[src/rtl/pattern_match_sched.sv]
// Round-robin scheduler that time-shares one registered pattern matcher among
// NCH serial bit streams, keeping a private bit history for each stream.
module pattern_match_sched #(
  parameter int NCH  = 4,
  parameter int PLEN = 4,
  parameter int CNTW = 8
) (
  input  logic                    clk,
  input  logic                    reset,
  input  logic [NCH-1:0]          req,
  input  logic [NCH-1:0]          bit_in,
  output logic [NCH-1:0]          gnt,
  input  logic                    cfg_load,
  input  logic [PLEN-1:0]         cfg_pattern,
  output logic                    y_valid,
  output logic                    y,
  output logic [$clog2(NCH)-1:0]  y_ch,
  output logic [CNTW-1:0]         match_cnt
);

  localparam int IDXW  = $clog2(NCH);
  localparam int FILLW = $clog2(PLEN + 1);
  localparam logic [FILLW-1:0] FILL_MAX = FILLW'(PLEN);
  localparam logic [FILLW-1:0] FILL_ARM = FILLW'(PLEN - 1);
  localparam logic [CNTW-1:0]  CNT_MAX  = '1;
  localparam logic [IDXW:0]    NCH_W    = (IDXW + 1)'(NCH);

  logic [IDXW-1:0] ptr_reg;
  logic [IDXW-1:0] ptr_next;
  logic [PLEN-1:0] pat_reg;
  logic [IDXW-1:0] gnt_idx;
  logic            gnt_found;
  logic            gnt_any;
  logic [IDXW:0]   scan_sum;
  logic [NCH-1:0]  hit_vec;
  logic            svc_hit;

  // Scan from ptr upward with wrap; first requester wins.
  always_comb begin
    gnt_idx   = '0;
    gnt_found = 1'b0;
    scan_sum  = '0;
    for (int k = 0; k < NCH; k++) begin
      scan_sum = {1'b0, ptr_reg} + (IDXW + 1)'(k);
      if (scan_sum >= NCH_W) begin
        scan_sum = scan_sum - NCH_W;
      end
      if (!gnt_found && req[scan_sum[IDXW-1:0]]) begin
        gnt_found = 1'b1;
        gnt_idx   = scan_sum[IDXW-1:0];
      end
    end
  end

  always_comb begin
    gnt = '0;
    if (gnt_found && !reset && !cfg_load) begin
      gnt[gnt_idx] = 1'b1;
    end
  end

  assign gnt_any  = |gnt;
  assign ptr_next = (gnt_idx == IDXW'(NCH - 1)) ? '0 : gnt_idx + IDXW'(1);
  assign svc_hit  = |(hit_vec & gnt);

  for (genvar gi = 0; gi < NCH; gi++) begin : g_ch
    logic [PLEN-1:0]  hist_reg;
    logic [PLEN-1:0]  hist_next;
    logic [FILLW-1:0] fill_reg;

    assign hist_next   = {hist_reg[PLEN-2:0], bit_in[gi]};
    // A match needs PLEN fresh bits, counting the one arriving now.
    assign hit_vec[gi] = (hist_next == pat_reg) && (fill_reg >= FILL_ARM);

    always_ff @(posedge clk) begin
      if (reset || cfg_load) begin
        hist_reg <= '0;
        fill_reg <= '0;
      end else if (gnt[gi]) begin
        hist_reg <= hist_next;
        if (fill_reg != FILL_MAX) begin
          fill_reg <= fill_reg + FILLW'(1);
        end
      end
    end
  end

  always_ff @(posedge clk) begin
    if (reset) begin
      ptr_reg   <= '0;
      pat_reg   <= '0;
      y_valid   <= 1'b0;
      y         <= 1'b0;
      y_ch      <= '0;
      match_cnt <= '0;
    end else if (cfg_load) begin
      pat_reg   <= cfg_pattern;
      match_cnt <= '0;
      y_valid   <= 1'b0;
      y         <= 1'b0;
    end else if (gnt_any) begin
      ptr_reg <= ptr_next;
      y_valid <= 1'b1;
      y       <= svc_hit;
      y_ch    <= gnt_idx;
      if (svc_hit && match_cnt != CNT_MAX) begin
        match_cnt <= match_cnt + CNTW'(1);
      end
    end else begin
      y_valid <= 1'b0;
      y       <= 1'b0;
    end
  end

endmodule

[config.mk]
export PLATFORM = sky130hd
export DESIGN_NAME = pattern_match_sched
export DESIGN_NICKNAME = d
export VERILOG_FILES = /design/src/rtl/pattern_match_sched.sv
export SDC_FILE = /design/constraint.sdc
export NUM_CORES = 1
export LEC_CHECK = 0
export BUFFER_PORTS_ARGS = -buffer_cell sky130_fd_sc_hd__buf_2
export CAP_MARGIN = 20
export CORE_MARGIN = 4
export CORE_UTILIZATION = 40
export DETAILED_ROUTE_END_ITERATION = 7
export PLACE_DENSITY = 0.67
export SYNTH_ARGS = -nofsm -noshare
export SYNTH_HDL_FRONTEND = slang
export SYNTH_SLANG_ARGS = --single-unit
[constraint.sdc]
create_clock -name clk -period 2.7 [get_ports clk]
set_input_delay 0.54 -clock clk [delete_from_list [all_inputs] [get_ports clk]]
set_output_delay 0.54 -clock clk [all_outputs]
set_load 0.01 [all_outputs]
==> results of run 1 <==
==> layer usage <==
metal  up-vias  global-route usage [%]  share of wire (%)
met3         5                    4.17                3.9
met4         0                    3.57               0.94
met5         -                       0                  0
met2        29                    23.8                 47
met1       865                    18.4                 48
li1        973                       -                  -
==> report_power, final <==
group	total (mW)	switching, mW	internal (mW)	leakage (nW)
Sequential	0.647	0.0151	0.632	0.341
Combinational	0.173	0.0891	0.0837	0.777
Clock	0.491	0.214	0.277	0.0524
==> cells in the mapped netlist, drive strengths merged (2+ instances only) <==
cell	number	share of area (%)
or4	3	1.1
o21ai	22	5.2
mux2i	12	5.3
xnor2	12	4.6
nand3	6	1.3
a21oi	13	3.4
or3	3	0.83
o31ai	3	1.0
nor2	20	3.7
buf	6	2.2
ha	17	9.4
clkbuf	4	0.66
and4	4	1.8
dfxtp	42	37
inv	26	4.5
nor3	5	1.6
nand2	30	5.6
o311ai	4	1.5
xor2	8	3.1
a211oi	5	1.7
nor4	2	1.2
==> layout make-up <==
class / instances / area [um^2]
fill: 532 / 2720
clock inverter: 1 / 30.0
tap: 72 / 90.1
sequential: 42 / 843
timing repair buffer: 59 / 372
inverter: 26 / 103
multi-input combinational: 176 / 1280
clock buffer: 7 / 76.3
==> critical path: cells and delay by family (launching register included) <==
kind | cells | cell delay, ns
AND/OR/NAND/NOR | 2 | 0.14
AO/OA/AOI/OAI | 1 | 0.32
flip-flops | 1 | 0.36
adder cells (fa/ha/maj) | 1 | 0.25
buffers and inverters | 4 | 0.45
multiplexers | 1 | 0.18
==> cells by family after synthesis <==
kind of cell | after synthesis | share of synthesized area (%)
AO/OA/AOI/OAI | 51 | 15.0
XOR/XNOR | 20 | 7.74
adder cells (fa/ha/maj) | 17 | 9.40
buffers and inverters | 36 | 7.41
flip-flops | 42 | 37.2
multiplexers | 12 | 5.31
AND/OR/NAND/NOR | 76 | 17.9
==> path summary, 6_finish.rpt <==
path / from / endpoint / slack (ns) / cells after the start
setup / recovery: ptr_reg[1] / gnt[0] / 0.15 / 9
hold / removal: bit_in[0] / g_ch[0].hist_reg[0] / 0.47 / 3
setup reg to reg: ptr_reg[1] / match_cnt[7] / 0.15 / 12
hold reg to reg: g_ch[0].hist_reg[2] / g_ch[0].hist_reg[2] / 0.48 / 2
==> timing repair <==
action,in CTS,in global routing
setup endpoints to repair,0,12
buffers inserted,0,2
gates resized for setup,0,9
hold buffers,0,0
==> through the flow <==
step / setup TNS (ns) / std cells
2_1_floorplan: 0 / 254
3_3_place_gp: -0.591 / 373
3_5_place_dp: -1.25 / 373
4_1_cts: 0 / 381
5_1_grt: -0.0248 / 383
6_report: 0 / 383
==> results.rst, run 1 <==
.. list-table::
   :header-rows: 1

   * - Metric
     - Value
   * - Total GRT Usage
     - 14.4%
   * - Critical path launch point type
     - flip-flop
   * - Post-detailed-placement cell area
     - 2650 um^2
   * - Post-synth design cell area
     - 2260 um^2
   * - I/O pin count
     - 31
   * - 1st-pass router iterations
     - 4
   * - Crit path setup slack, layout
     - 0.145 ns
   * - Number of synthesized flops with an enable pin
     - 0
   * - Mean area per synthesized cell
     - 8.91 um^2
   * - Cell chosen for the clock root
     - sky130_fd_sc_hd__clkbuf_8
   * - Number of global-route vias before repair
     - 1,821
   * - Die height
     - 83.2 um
   * - Fraction of final layout cells with drive strength greater than 1
     - 29.9%
   * - Endpoints failing hold
     - 0
   * - Detailed-route vias per instance
     - 4.89
   * - Gate count of the mapped netlist
     - 254
   * - Final-stage net count
     - 342
   * - Total setup violations reported at the end of the flow
     - 0
   * - Gr ovfl total
     - 0
   * - Area of the core
     - 5510 um^2
   * - CP endpoint kind
     - output port
   * - Total power
     - 1.31 mW
   * - Row cnt
     - 27
   * - Count of input and output buffers
     - 30
   * - Required @ worst endpoint
     - 2.16 ns
   * - Tightest slew margin relative to the limit
     - 75.3%
   * - Result of the run
     - finished, final reports clean
   * - CTS Sinks
     - 42
   * - Number of synthesized register bits
     - 42
   * - Fmax achieved
     - 391 MHz
   * - CTS tree
     - built
   * - Max-cap viol count
     - 0
   * - Net count after synthesis
     - 286
   * - Antenna violations before repair
     - 0
   * - Critical-path maximum fanout
     - 7
   * - Critical Path Max Stage Delay
     - 0.36 ns
   * - Number of nets with antenna violations after routing
     - 0
   * - TritonCTS buffer count
     - 5
   * - End-of-flow core utilization
     - 50.7%
   * - Critical path type
     - reg -> out
   * - Worst-margin pin slew
     - 0.367 ns
   * - Clock latency on the worst-skew pair
     - 0.30 ns
   * - CP max-delay cell
     - sky130_fd_sc_hd__dfxtp_2
   * - Standby leakage power
     - 1.17 nW
   * - Clk slew on worst S/H paths
     - 0.08 ns
   * - Post-route standard cell area excluding fillers
     - 2790 um^2
   * - Full die area
     - 6920 um^2
   * - Width of the die
     - 83.2 um
   * - Async set-reset flop share out of synthesis
     - 0%
   * - Area overhead of the layout relative to synthesis
     - 23.4%
   * - Number of unique standard cell types used by synthesis
     - 42
   * - Cell area power density
     - 470 nW/um^2
   * - Initial DRC count
     - 120
   * - Effective utilization at floorplan
     - 41.1%
   * - Number of H-tree levels
     - 2
   * - Maximum ir drop on the vdd rail
     - 208 uV
   * - Post-synth top flop
     - sky130_fd_sc_hd__dfxtp_1
   * - Clk_skew
     - 0.00260 ns
   * - Clock tree buffer depth
     - 2
   * - Leading cell type in the layout, fill and taps excluded
     - sky130_fd_sc_hd__dfxtp_1
   * - Part of the Yosys area used for sequential elements
     - 37.2%
   * - Final Slew Violations
     - 0
   * - Yosys warning total
     - 0
   * - Placement-stage worst setup slack
     - -0.187 ns
   * - Wire length of the first global-routing pass
     - 8350 um
   * - GPL Wtd Cong
     - 0.766
   * - Min-delay worst type
     - in -> reg
   * - Period utilization
     - 94.6%
   * - Placed wire-length estimate after detailed placement
     - 3680 um
   * - Final WL
     - 4790 um
   * - WL/cell
     - 12.5 um
   * - DRC violation count after routing
     - 0
   * - Pin count of the biggest net entering global routing
     - 15
   * - Worst-path cell chain
     - mux2i_1 -> nor2_1 -> a311oi_2 -> inv_1 -> ha_2 -> nand2_4 -> inv_4 -> buf_4 -> buf_2
   * - Number of diodes added for antenna fixing
     - 0
   * - Commonest cells after routing, fill and taps aside
     - 40 x sky130_fd_sc_hd__dfxtp_1, 30 x sky130_fd_sc_hd__buf_2, 28 x sky130_fd_sc_hd__buf_4, 26 x sky130_fd_sc_hd__nand2_1, 22 x sky130_fd_sc_hd__inv_1
   * - Critical Path AT
     - 2.01 ns
   * - Via count
     - 1,872
   * - Final hold slack
     - 0.466 ns
   * - Min cycle time layout
     - 2.55 ns
Power figures use the tool's default switching activity.
==> inputs of run 2 (changes only) <==
Settings changed: PLACE_DENSITY 0.67 to 0.65.
Clock period 2.7 ns to 2.5 ns, I/O delays scaled along.
==> run 2 against run 1 <==
  * Clock power down 10%
  * Via count up 4.2%
  * First-iteration DRC count down 8.3%
  * Total power up 5.7%
  * Non-clock buffer count up 8
  * Clock skew up 0.0065 ns
  * Die area unchanged
  * Setup slack worse by 0.090 ns
  * Combinational power up 42%
  * Critical path type is now reg -> reg
  * Largest cell class unchanged
==> results.rst, run 2 (same netlist as run 1, synthesis figures left out) <==
.. list-table::
   :header-rows: 1

   * - Metric
     - Value
   * - Clock power share
     - 31.8%
   * - Critical Path AT
     - 2.68 ns
   * - Commonest cells after routing, fill and taps aside
     - 41 x sky130_fd_sc_hd__dfxtp_1, 31 x sky130_fd_sc_hd__buf_4, 26 x sky130_fd_sc_hd__nand2_1, 26 x sky130_fd_sc_hd__buf_2, 21 x sky130_fd_sc_hd__inv_1
   * - Fraction of final layout cells with drive strength greater than 1
     - 34.7%
   * - Area of the core
     - 5510 um^2
   * - Clock tree buffer depth
     - 2
   * - Detailed-route vias per instance
     - 4.97
   * - CTS Sinks
     - 42
   * - Setup_tns
     - 0 ns
   * - Total GRT Usage
     - 14.3%
   * - DRC violation count after routing
     - 0
   * - CP endpoint kind
     - flip-flop
   * - Clock latency on the worst-skew pair
     - 0.30 ns
   * - Total of fill cells in the finished design
     - 504
   * - Gr ovfl total
     - 0
   * - Cell internal power dissipation
     - 1.01 mW
   * - Initial DRC count
     - 110
   * - Standby leakage power
     - 1.26 nW
   * - Cell area power density
     - 461 nW/um^2
   * - Row cnt
     - 27
   * - Period utilization
     - 97.8%
   * - Number of H-tree levels
     - 2
   * - Critical path launch point type
     - flip-flop
   * - Required @ worst endpoint
     - 2.74 ns
   * - Total power
     - 1.39 mW
   * - Sequential fraction of design power
     - 50.4%
   * - CTS tree
     - built
   * - 1st-pass router iterations
     - 4
   * - Area overhead of the layout relative to synthesis
     - 32.9%
   * - Critical path type
     - reg -> reg
   * - Switching Fraction
     - 27.5%
   * - Min cycle time layout
     - 2.44 ns
   * - I/O pin count
     - 31
   * - TritonCTS buffer count
     - 5
   * - Final-stage net count
     - 351
   * - Cell chosen for the clock root
     - sky130_fd_sc_hd__clkbuf_8
   * - Antenna violations before repair
     - 0
   * - Min-delay worst type
     - in -> reg
   * - Critical-path maximum fanout
     - 5
   * - Placed wire-length estimate after detailed placement
     - 3500 um
   * - Total net switching power
     - 0.380 mW
   * - Tightest slew margin relative to the limit
     - 73.0%
   * - Part of the power in combinational logic
     - 17.8%
   * - End-of-flow core utilization
     - 54.6%
   * - Full die area
     - 6920 um^2
   * - WL/cell
     - 13.2 um
   * - Result of the run
     - finished, final reports clean
   * - Final WL
     - 5190 um
   * - Clk_skew
     - 0.00906 ns
   * - Total setup violations reported at the end of the flow
     - 0
   * - Effective utilization at floorplan
     - 41.1%
   * - Fmax achieved
     - 409 MHz
   * - Worst-margin pin slew
     - 0.403 ns
   * - Die height
     - 83.2 um
   * - Setup repair after global routing missed its margin
     - yes
   * - Width of the die
     - 83.2 um
   * - Max-cap viol count
     - 0
   * - Clk slew on worst S/H paths
     - 0.08 ns
   * - Wire length of the first global-routing pass
     - 8250 um
   * - Leading cell type in the layout, fill and taps excluded
     - sky130_fd_sc_hd__dfxtp_1
   * - Number of global-route vias before repair
     - 1,804
   * - Number of diodes added for antenna fixing
     - 0
   * - Number of nets with antenna violations after routing
     - 0
   * - Post-route standard cell area excluding fillers
     - 3010 um^2
   * - GPL Wtd Cong
     - 0.801
   * - Via count
     - 1,950
   * - Endpoints failing hold
     - 0
   * - Count of input and output buffers
     - 30
   * - Maximum ir drop on the vdd rail
     - 315 uV
   * - Final Slew Violations
     - 0
   * - Final hold slack
     - 0.418 ns
   * - Pin count of the biggest net entering global routing
     - 15
   * - Post-detailed-placement cell area
     - 2640 um^2
run 2: cell types whose count changed in the layout (fill, tap and decap cells not counted), moves of 3 or more:
cell,previous run,this run
sky130_fd_sc_hd__buf_4,28,31
sky130_fd_sc_hd__ha_2,3,0
sky130_fd_sc_hd__ha_4,0,4
sky130_fd_sc_hd__buf_2,30,26
sky130_fd_sc_hd__buf_6,1,9
run 2: worst paths after layout:
| path | slack [ns] | to | startpoint | cells past startpoint |
|---|---|---|---|---|
| min reg2reg | 0.48 | g_ch[2].hist_reg[2] | g_ch[2].hist_reg[2] | 2 |
| max | 0.06 | match_cnt[7] | ptr_reg[1] | 11 |
| max reg2reg | 0.06 | match_cnt[7] | ptr_reg[1] | 11 |
| min | 0.42 | g_ch[1].hist_reg[0] | bit_in[1] | 3 |
run 2: cell type report:
class	count	area [um^2]	area share [%]
Clock inverter	2	13.8	0.458
Tap cell	72	90.1	3.00
Multi-Input combinational cell	177	1390	46.4
Sequential cell	42	845	28.1
Timing Repair Buffer	67	484	16.1
Clock buffer	6	72.6	2.41
Inverter	26	108	3.58
run 2: metrics by stage:
stage                     setup WS (ns)  instances
after floorplan                 0.00135        254
after global placement           -0.235        370
after detailed placement         -0.307        370
after CTS                       -0.0534        385
after global routing            -0.0932        392
final                            0.0553        392
run 2: worst max-delay path, stage by stage, from the launching register on:
cell	delay, ns
sky130_fd_sc_hd__dfxtp_4	0.38
sky130_fd_sc_hd__mux2i_1	0.18
sky130_fd_sc_hd__nor2_1	0.07
sky130_fd_sc_hd__a311oi_2	0.24
sky130_fd_sc_hd__buf_4	0.21
sky130_fd_sc_hd__ha_4	0.17
sky130_fd_sc_hd__nor4_4	0.06
sky130_fd_sc_hd__nor3_4	0.14
sky130_fd_sc_hd__o21a_1	0.22
sky130_fd_sc_hd__o41ai_4	0.13
sky130_fd_sc_hd__or4_4	0.43
sky130_fd_sc_hd__a21oi_2	0.14
run 2: per-layer routing:
| metal | up-vias | part of all wire, % | wire (um) | GRT usage (%) |
|---|---|---|---|---|
| met4 | 0 | 1.3 | 65 | 5.65 |
| met3 | 6 | 3.5 | 182 | 3.57 |
| met2 | 33 | 48 | 2520 | 23.2 |
| met1 | 916 | 47 | 2420 | 18.3 |
| li1 | 995 | - | - | - |
| met5 | - | 0 | 0 | 0 |
run 2: power groups by stage:
stage | clock (mW) | sequential [mW] | combinational [mW]
after global placement | 0 | 0.715 | 0.175
after CTS | 0.452 | 0.699 | 0.209
final | 0.441 | 0.698 | 0.246
after floorplan | 0 | 0.707 | 0.116
after detailed placement | 0 | 0.715 | 0.178
after global routing | 0.487 | 0.701 | 0.268
run 2: repair_timing:
item	4_1_cts	5_1_grt
pin swaps	10	14
hold buffers	0	0
hold endpoints to repair	0	0
setup endpoints to repair	12	17
gates cloned	1	0
buffers inserted	8	8
gates resized for setup	14	24
